File: src/rtl/b01_word_sink.sv
`default_nettype none
// ============================================================================
// Module      : b01_word_sink
// Description : Consumer for the b01 serial comparator/adder stage. Samples
//               OUTP/OVERFLW in fixed WORD_BITS-cycle frames, reassembles
//               LSB-first words tagged with the frame's overflow flag, queues
//               them in a small FIFO behind a valid/ready port, and keeps
//               saturating overflow/drop counters plus a sticky protocol
//               error flag.
//               Optional macro B01_WORD_SINK_PARITY_EN adds PAR_IN/WORD_PAR
//               (word parity carried through the FIFO and checked on entry).
// Revision    : 1.0 - initial release
// ============================================================================
module b01_word_sink #(
  parameter int WORD_BITS  = 4,
  parameter int FIFO_DEPTH = 2,
  parameter int CNT_W      = 8
) (
  input  logic                 clock,
  input  logic                 reset_n,
  input  logic                 IN_VALID,
  input  logic                 OUTP,
  input  logic                 OVERFLW,
`ifdef B01_WORD_SINK_PARITY_EN
  input  logic                 PAR_IN,
  output logic                 WORD_PAR,
`endif
  output logic [WORD_BITS-1:0] WORD_DATA,
  output logic                 WORD_OVF,
  output logic                 WORD_VALID,
  input  logic                 WORD_READY,
  output logic [CNT_W-1:0]     OVF_CNT,
  output logic [CNT_W-1:0]     DROP_CNT,
  output logic                 PROTO_ERR
);

  localparam int PH_W  = (WORD_BITS > 1) ? $clog2(WORD_BITS) : 1;
  localparam int PTR_W = (FIFO_DEPTH > 1) ? $clog2(FIFO_DEPTH) : 1;
  localparam int LVL_W = $clog2(FIFO_DEPTH + 1);

  localparam logic [PH_W-1:0]  PH_LAST  = PH_W'(WORD_BITS - 1);
  localparam logic [PTR_W-1:0] PTR_LAST = PTR_W'(FIFO_DEPTH - 1);
  localparam logic [LVL_W-1:0] LVL_FULL = LVL_W'(FIFO_DEPTH);
  localparam logic [CNT_W-1:0] CNT_MAX  = '1;

  // Frame collection state
  logic [PH_W-1:0]      phase;
  logic [WORD_BITS-1:0] shreg;
  logic                 cur_ovf;

  // Word FIFO storage, pointers and explicit fill level
  logic [WORD_BITS-1:0]  mem_data [FIFO_DEPTH];
  logic [FIFO_DEPTH-1:0] mem_ovf;
  logic [PTR_W-1:0]      rd_ptr;
  logic [PTR_W-1:0]      wr_ptr;
  logic [LVL_W-1:0]      level;

  // Statistics
  logic [CNT_W-1:0] ovf_cnt;
  logic [CNT_W-1:0] drop_cnt;
  logic             proto_err;

  logic                 at_first;
  logic                 at_last;
  logic                 complete;
  logic                 non_empty;
  logic                 full;
  logic                 pop;
  logic                 push;
  logic                 drop;
  logic                 phase_err;
  logic                 par_err;
  logic [WORD_BITS-1:0] done_word;

  assign at_first  = (phase == '0);
  assign at_last   = (phase == PH_LAST);
  assign complete  = IN_VALID && at_last;
  assign non_empty = (level != '0);
  assign full      = (level == LVL_FULL);
  // A pop on the completion edge frees the slot the new word needs.
  assign pop       = non_empty && WORD_READY;
  assign push      = complete && (!full || pop);
  assign drop      = complete && full && !pop;
  // OVERFLW is only legal on the first bit of a frame.
  assign phase_err = IN_VALID && OVERFLW && !at_first;

  // Completed word: earlier bits from the assembly register, top bit live.
  always_comb begin
    done_word                = shreg;
    done_word[WORD_BITS-1]   = OUTP;
  end

`ifdef B01_WORD_SINK_PARITY_EN
  logic                  done_par;
  logic [FIFO_DEPTH-1:0] mem_par;

  assign done_par = (^done_word) ^ cur_ovf;
  assign par_err  = complete && (PAR_IN != done_par);
  assign WORD_PAR = non_empty ? mem_par[rd_ptr] : 1'b0;

  // Parity travels through the FIFO alongside its word.
  always_ff @(posedge clock or negedge reset_n) begin
    if (!reset_n) begin
      mem_par <= '0;
    end else if (push) begin
      mem_par[wr_ptr] <= done_par;
    end
  end
`else
  assign par_err = 1'b0;
`endif

  // Phase counter and LSB-first word assembly; frozen while IN_VALID is low.
  always_ff @(posedge clock or negedge reset_n) begin
    if (!reset_n) begin
      phase   <= '0;
      shreg   <= '0;
      cur_ovf <= 1'b0;
    end else if (IN_VALID) begin
      phase <= at_last ? '0 : phase + PH_W'(1);
      if (at_first) begin
        shreg   <= WORD_BITS'(OUTP);
        cur_ovf <= OVERFLW;
      end else begin
        shreg[phase] <= OUTP;
      end
    end
  end

  // FIFO storage, wrapping pointers and level tracking.
  always_ff @(posedge clock or negedge reset_n) begin
    if (!reset_n) begin
      for (int i = 0; i < FIFO_DEPTH; i++) begin
        mem_data[i] <= '0;
      end
      mem_ovf <= '0;
      rd_ptr  <= '0;
      wr_ptr  <= '0;
      level   <= '0;
    end else begin
      if (push) begin
        mem_data[wr_ptr] <= done_word;
        mem_ovf[wr_ptr]  <= cur_ovf;
        wr_ptr           <= (wr_ptr == PTR_LAST) ? '0 : wr_ptr + PTR_W'(1);
      end
      if (pop) begin
        rd_ptr <= (rd_ptr == PTR_LAST) ? '0 : rd_ptr + PTR_W'(1);
      end
      if (push && !pop) begin
        level <= level + LVL_W'(1);
      end else if (pop && !push) begin
        level <= level - LVL_W'(1);
      end
    end
  end

  // Saturating statistics and sticky protocol error.
  always_ff @(posedge clock or negedge reset_n) begin
    if (!reset_n) begin
      ovf_cnt   <= '0;
      drop_cnt  <= '0;
      proto_err <= 1'b0;
    end else begin
      if (push && cur_ovf && (ovf_cnt != CNT_MAX)) begin
        ovf_cnt <= ovf_cnt + CNT_W'(1);
      end
      if (drop && (drop_cnt != CNT_MAX)) begin
        drop_cnt <= drop_cnt + CNT_W'(1);
      end
      if (phase_err || par_err) begin
        proto_err <= 1'b1;
      end
    end
  end

  assign WORD_VALID = non_empty;
  assign WORD_DATA  = non_empty ? mem_data[rd_ptr] : '0;
  assign WORD_OVF   = non_empty ? mem_ovf[rd_ptr] : 1'b0;
  assign OVF_CNT    = ovf_cnt;
  assign DROP_CNT   = drop_cnt;
  assign PROTO_ERR  = proto_err;

endmodule
`default_nettype wire

File: config.mk
export PLATFORM = sky130hd
export DESIGN_NAME = b01_word_sink
export DESIGN_NICKNAME = d
export VERILOG_FILES = /design/src/rtl/b01_word_sink.sv
export SDC_FILE = /design/constraint.sdc
export NUM_CORES = 1
export LEC_CHECK = 0
export CORE_ASPECT_RATIO = 1.1
export CORE_MARGIN = 4
export CORE_UTILIZATION = 45
export CTS_CLUSTER_SIZE = 24
export DETAILED_ROUTE_END_ITERATION = 8
export GPL_TIMING_DRIVEN = 0
export PLACE_DENSITY = 0.69
export SLEW_MARGIN = 5
export SYNTH_ARGS = -nofsm -noshare
export SYNTH_HDL_FRONTEND = slang
export SYNTH_SLANG_ARGS = --single-unit
File: constraint.sdc
create_clock -name clock -period 4.2 [get_ports clock]
set_input_delay 0.63 -clock clock [delete_from_list [all_inputs] [get_ports clock]]
set_output_delay 0.63 -clock clock [all_outputs]
set_load 0.005 [all_outputs]
## Yosys cells after proc, flatten, opt, wreduce, memory -nomap -nowiden

Cells that the tools add are included.

| operators by class | value |
|---|---|
| add/subtract/negate cells | 7 |
| multipliers | 0 |
| bitwise logic cells | 2 |
| reduce and logical (&&, ||, !) cells | 24 |
| eq/ne operators | 4 |
| shifts and indexed selects | 0 |
| muxes and demuxes | 22 |
| divide/modulo/power cells | 0 |
| $lt $le $gt $ge | 8 |

Operator list:

| operator | count |
|---|---|
| two-way mux 4 bit | 6 |
| adder 8 x 1 -> 8 bit (second input constant) | 2 |
| inequality test 8 bit (second input constant) | 2 |
| logical AND 1 bit | 15 |
| bitwise mux 8 bit | 1 |
| two-way mux 1 bit | 7 |
| two-way mux 2 bit | 3 |
| adder 2 x 1 -> 2 bit (second input constant) | 2 |
| bitwise mux 4 bit | 1 |
| demux 4 bit (select 1 bit) | 1 |
| equality test 2 bit (second input constant) | 2 |
| >= comparator 2 bit (second input constant) | 2 |
| logical NOT 1 bit | 4 |
| < comparator 1 x 2 -> 1 bit (second input constant) | 2 |
| NOT 1 -> 2 bit | 2 |
| nonzero test 2 bit | 2 |
| < comparator 2 x 3 -> 1 bit (second input constant) | 1 |
| adder 1 bit (second input constant) | 2 |
| bitwise mux 2 bit | 1 |
| demux 1 bit (select 2 bit) | 1 |
| >= comparator 2 x 1 -> 1 bit (second input constant) | 1 |
| logical NOT 2 bit | 1 |
| < comparator 2 x 1 -> 1 bit (second input constant) | 1 |
| AND reduction 2 bit | 1 |
| 4 further kinds | 4 |

| word-level totals | value |
|---|---|
| memories | 0 |
| latch bits | 0 |
| memory bits (read-only) | 0 |
| register bits after elaboration | 38 |
| bits in writable memories | 0 |

## Longest topological paths before layout

| depth | value |
|---|---|
| depth after elaboration | 8 |
| mapped depth | 7 |
| depth with buffers taken out | 7 |

## Least setup slack after synthesis

No wires, ideal clock.

| timing path | value |
|---|---|
| kind | input to register |
| start | in IN_VALID |
| end | reg drop_cnt[7] (netlist: DROP_CNT[7]) |
| arrival time | 1.620 ns |
| data required time | 4.075 ns |
| setup slack | 2.455 ns |
| setup time | 0.125 ns |
| cell stages on the path | 4 |
| cells stage by stage | clkbuf_1 > nand3_2 > nor3b_1 > mux2_2 |

| on the way | value |
|---|---|
| longest elaborated chain between the ends | 4 |

Ends and longest elaborated chain:

| what | line | RTL |
|---|---|---|
| from (decl) | 21 | `input logic IN_VALID,` |
| logical AND 1 bit | 77 | `assign complete = IN_VALID && at_last;` |
| logical AND 1 bit (2 in a row) | 83 | `assign drop = complete && full && !pop;` |
| logical AND 1 bit | 167 | `if (drop && (drop_cnt != CNT_MAX)) begin` |
| to (signal assigned) | 168 | `drop_cnt <= drop_cnt + CNT_W'(1);` |
| to (decl) | 60 | `logic [CNT_W-1:0] drop_cnt;` |

Every way passes these cells.
A chain may end at the register's enable or synchronous reset.

## Worst setup path after layout

| timing path | value |
|---|---|
| start | reg rd_ptr |
| end | out WORD_DATA[1] |

| on the way | value |
|---|---|
| longest elaborated chain between the ends | 5 |

Ends and longest elaborated chain:

| what | line | RTL |
|---|---|---|
| from (decl) | 54 | `logic [PTR_W-1:0] rd_ptr;` |
| from (signal assigned) | 147 | `rd_ptr <= (rd_ptr == PTR_LAST) ? '0 : rd_ptr + PTR_W'(1);` |
| NOT 1 -> 2 bit (implied by the code) | 177 | `assign WORD_DATA = non_empty ? mem_data[rd_ptr] : '0;` |
| two-way mux 4 bit (implied by the code) (3 in a row) | 177 |  |
| two-way mux 4 bit | 177 |  |
| to (decl) | 28 | `output logic [WORD_BITS-1:0] WORD_DATA,` |

Every way passes these cells. The select of a mux whose other input is x is not followed.

==> impl_metrics.ini <==
[outcome]
outcome = complete, no violations

[grt]
grt_pass1_wl_um = 5610
grt_pass1_vias = 1233
grt_usage_pct = 14.7
antenna_found_initial = 0
grt_max_degree = 38
grt_overflow_total = 0

[critical_path]
cp_top_family = buffers and inverters
cp.arrival_ns = 1.70
r2r_end = DROP_CNT[7]$_DFFE_PN0P_
slowest_stage = clkdlybuf4s50_1
required_ns = 3.57
crit_type = flip-flop to output pin
critical_path_buf_inv_count = 2
cp_max_fo = 6
startpoint_type = flip-flop
r2r_start = level[0]$_DFFE_PN0P_
crit_path_cell_trace = clkbuf_1 -> mux2i_1 -> nor2_1 -> clkdlybuf4s50_1
reg2reg_depth = 4
crit_path_end_kind = output pin
max_stage_delay_ns = 0.51
r2r_setup_slack_ns = 2.44

[yosys]
syn_inst = 161
ys_seq_area_share_pct = 51.2
synth_top_family_by_area = simple AND/OR/NAND/NOR gates
synth_fa_ha_area_share_pct = 4.84
synthMuxAreaShare_pct = 14.7
synth_top_area_share_pct = 51.2
ys_seq_elements = 37
synth-simple-area-share_pct = 17.5
yosys.cell_types.count = 31
synthXorXnorAreaFrac_pct = 5.81
ys_warn_count = 0
synth_compound_area_share_pct = 3.87
synth_area_um2 = 1810
yosysTopAreaCell = dfrtp_1
syn_area_per_cell_um2 = 11.2
syn-num-nets = 174
synth_area_leaders = dfrtp_1, mux2_2, ha_1, nand2_1, xor2_1

[power]
p_leak_nw = 1.01
ir_drop_mv = 0.331
power_density_nw_per_um2 = 547

[detailed_routing]
avgRoutedWirePerCell_um = 13.4
route.met2.wl_um = 1620
avgViaCountPerCell = 5.22
ant_nets = 0
initialDrtViolationCount = 52
routed.top_layer = met4
route.vias.total = 1289
wl_met3_um = 157
wl_met1_um = 1510
wl_um = 3310
dr.pass1.iters = 4
drc = 0

[timing]
timing.final.crit_share_pct = 55.6
hold_viol = 0
fin_setup_tns_ns = 0
post-route-min-period_ns = 2.33
maxClockFrequency_mhz = 428
skew_ns = 0.00915
hold-worst-slack_ns = 0.430
setup-violations-final = 0
slew_viol_final = 0
slew_headroom_pct = 47.1
tightest_slew_ns = 0.794
rsz0062_at_grt = false

[clock_tree]
clk_latency_ns = 0.28
postCtsSetupBuffers = 0
clkTransAtPathRegs_ns = 0.07
htreeDepth = 2
ctsHoldBuffers = 0
cts_buffer_depth = 2
root_buffer = clkbuf_8
cts_buffers = 5
cts_resized = 0
cts_tree = built
cts_sinks = 37

[die]
coreArea_um2 = 3770
fp.dieArea_um2 = 5100
initial_core_util_pct = 48.0
die_h_um = 74.5
pin_count = 29
fp-row-count = 23
fp.dieW_um = 68.5

[layout]
areaGrowthSynthToFinish_pct = 24.3
fin_nets = 209
antenna_cells = 0
drive_gt1_share_pct = 16.8
nFillCells = 310

[placed_design]
dpl.hpwl_um = 2560
placement.io_buffers = 28
gp_congestion = 0.804

[flow_run]
maxCapViolCount = 0

[worst_hold_path]
hold_class = input pin to asynchronous set/reset pin
## sequential cells by signal (all words and copies together) (netlist names)
signal	cells
DROP_CNT	8
OVF_CNT	8
PROTO_ERR	1
cur_ovf	1
level	2
mem_data	8
mem_ovf	2
phase	2
rd_ptr	1
shreg	3
wr_ptr	1
## through the flow
stage                     util [%]  instance area [µm²]  power [mW]  cells  worst slack (ns)
after floorplan                  -                 1810       0.793    161              2.46
after global placement        57.1                 2150       0.956    239              1.68
after detailed placement      57.0                 2150       0.979    239              1.76
after CTS                     59.6                 2250        1.25    247              1.83
after global routing          59.6                 2250        1.32    247              1.74
final                         59.6                 2250        1.23    247              1.87
## worst register-to-register path, delay by kind of cell (launching register included)
kind,cells,cell delay [ns]
and+or+nand+nor,3,0.86
DFF,1,0.44
muxes,1,0.35
## layout by cell type, fill, tap and decap left out, types with 2 or more instances in the layout
cell type	synthesis	layout
a31oi_1	2	2
clkbuf_1	2	2
inv_1	8	8
nor2_1	13	13
xor2_1	7	7
clkbuf_8	0	7
o21ai_0	4	4
ha_1	7	7
mux2_2	17	17
nor3_1	5	5
nor3b_1	2	2
a21oi_1	2	2
xnor2_1	5	5
nand2_1	18	18
clkdlybuf4s50_1	0	27
and3_1	3	3
nand4_1	4	4
dfrtp_1	37	37
mux2i_1	6	6
nand3_1	6	6
## per-layer routing
metal	vias to the layer above	global-route usage, %
li1	629	-
met1	629	18.8
met2	27	23.3
met3	4	4.83
met4	0	4.64
met5	-	0
## synth_stat cells (all sizes together)
cell type,number
mux2i,6
nand2b,1
xnor2,5
and4,1
and3,3
o211a,1
nand4,4
o21ai,4
nor2,13
nor3,6
clkbuf,2
mux2,18
a31oi,2
and2,1
nand2,18
dfrtp,37
nor3b,3
a31o,1
xor2,7
a21oi,2
nor4b,1
ha,7
or3b,1
nor4,1
o2bb2ai,1
nand3,7
inv,8
## how the worst max path moves through the flow
stage,startpoint,endpoint,slack [ns],depth (start not counted)
after global placement,reset_n,DROP_CNT[5]$_DFFE_PN0P_,1.68,1
after detailed placement,IN_VALID,DROP_CNT[7]$_DFFE_PN0P_,1.76,5
after global routing,rd_ptr$_DFFE_PN0N_,WORD_DATA[1],1.74,4
final,rd_ptr$_DFFE_PN0N_,WORD_DATA[1],1.87,4
after floorplan,IN_VALID,DROP_CNT[7]$_DFFE_PN0P_,2.46,4
after CTS,rd_ptr$_DFFE_PN0N_,WORD_DATA[1],1.83,4
## report_power, final
group / leakage [nW] / internal (mW) / switching [mW] / total (mW)
Combinational: 0.494 / 0.238 / 0.178 / 0.417
Sequential: 0.465 / 0.462 / 0.0868 / 0.548
Clock: 0.0542 / 0.148 / 0.116 / 0.265
Total: 1.01 / 0.848 / 0.382 / 1.23
## area by class of cell
cell class	instances	area, µm²	area share [%]
Buffer	2	7.51	0.334
Clock buffer	7	96.3	4.28
Clock inverter	1	5.00	0.223
Inverter	8	30.0	1.34
Multi-Input combinational cell	114	846	37.6
Sequential cell	37	926	41.2
Tap cell	50	62.6	2.78
Timing Repair Buffer	28	275	12.2
## logic make-up (layout without fill, tap and decap cells)
family,count (synthesis),count (layout)
and+or+nand+nor,60,60
DFF,37,37
muxes,24,24
xor gates and xnor gates,12,12
AOI/OAI and AO/OA,11,11
buffers and inverters,10,46
adders and majority gates,7,7
Power figures use the tool's default switching activity.
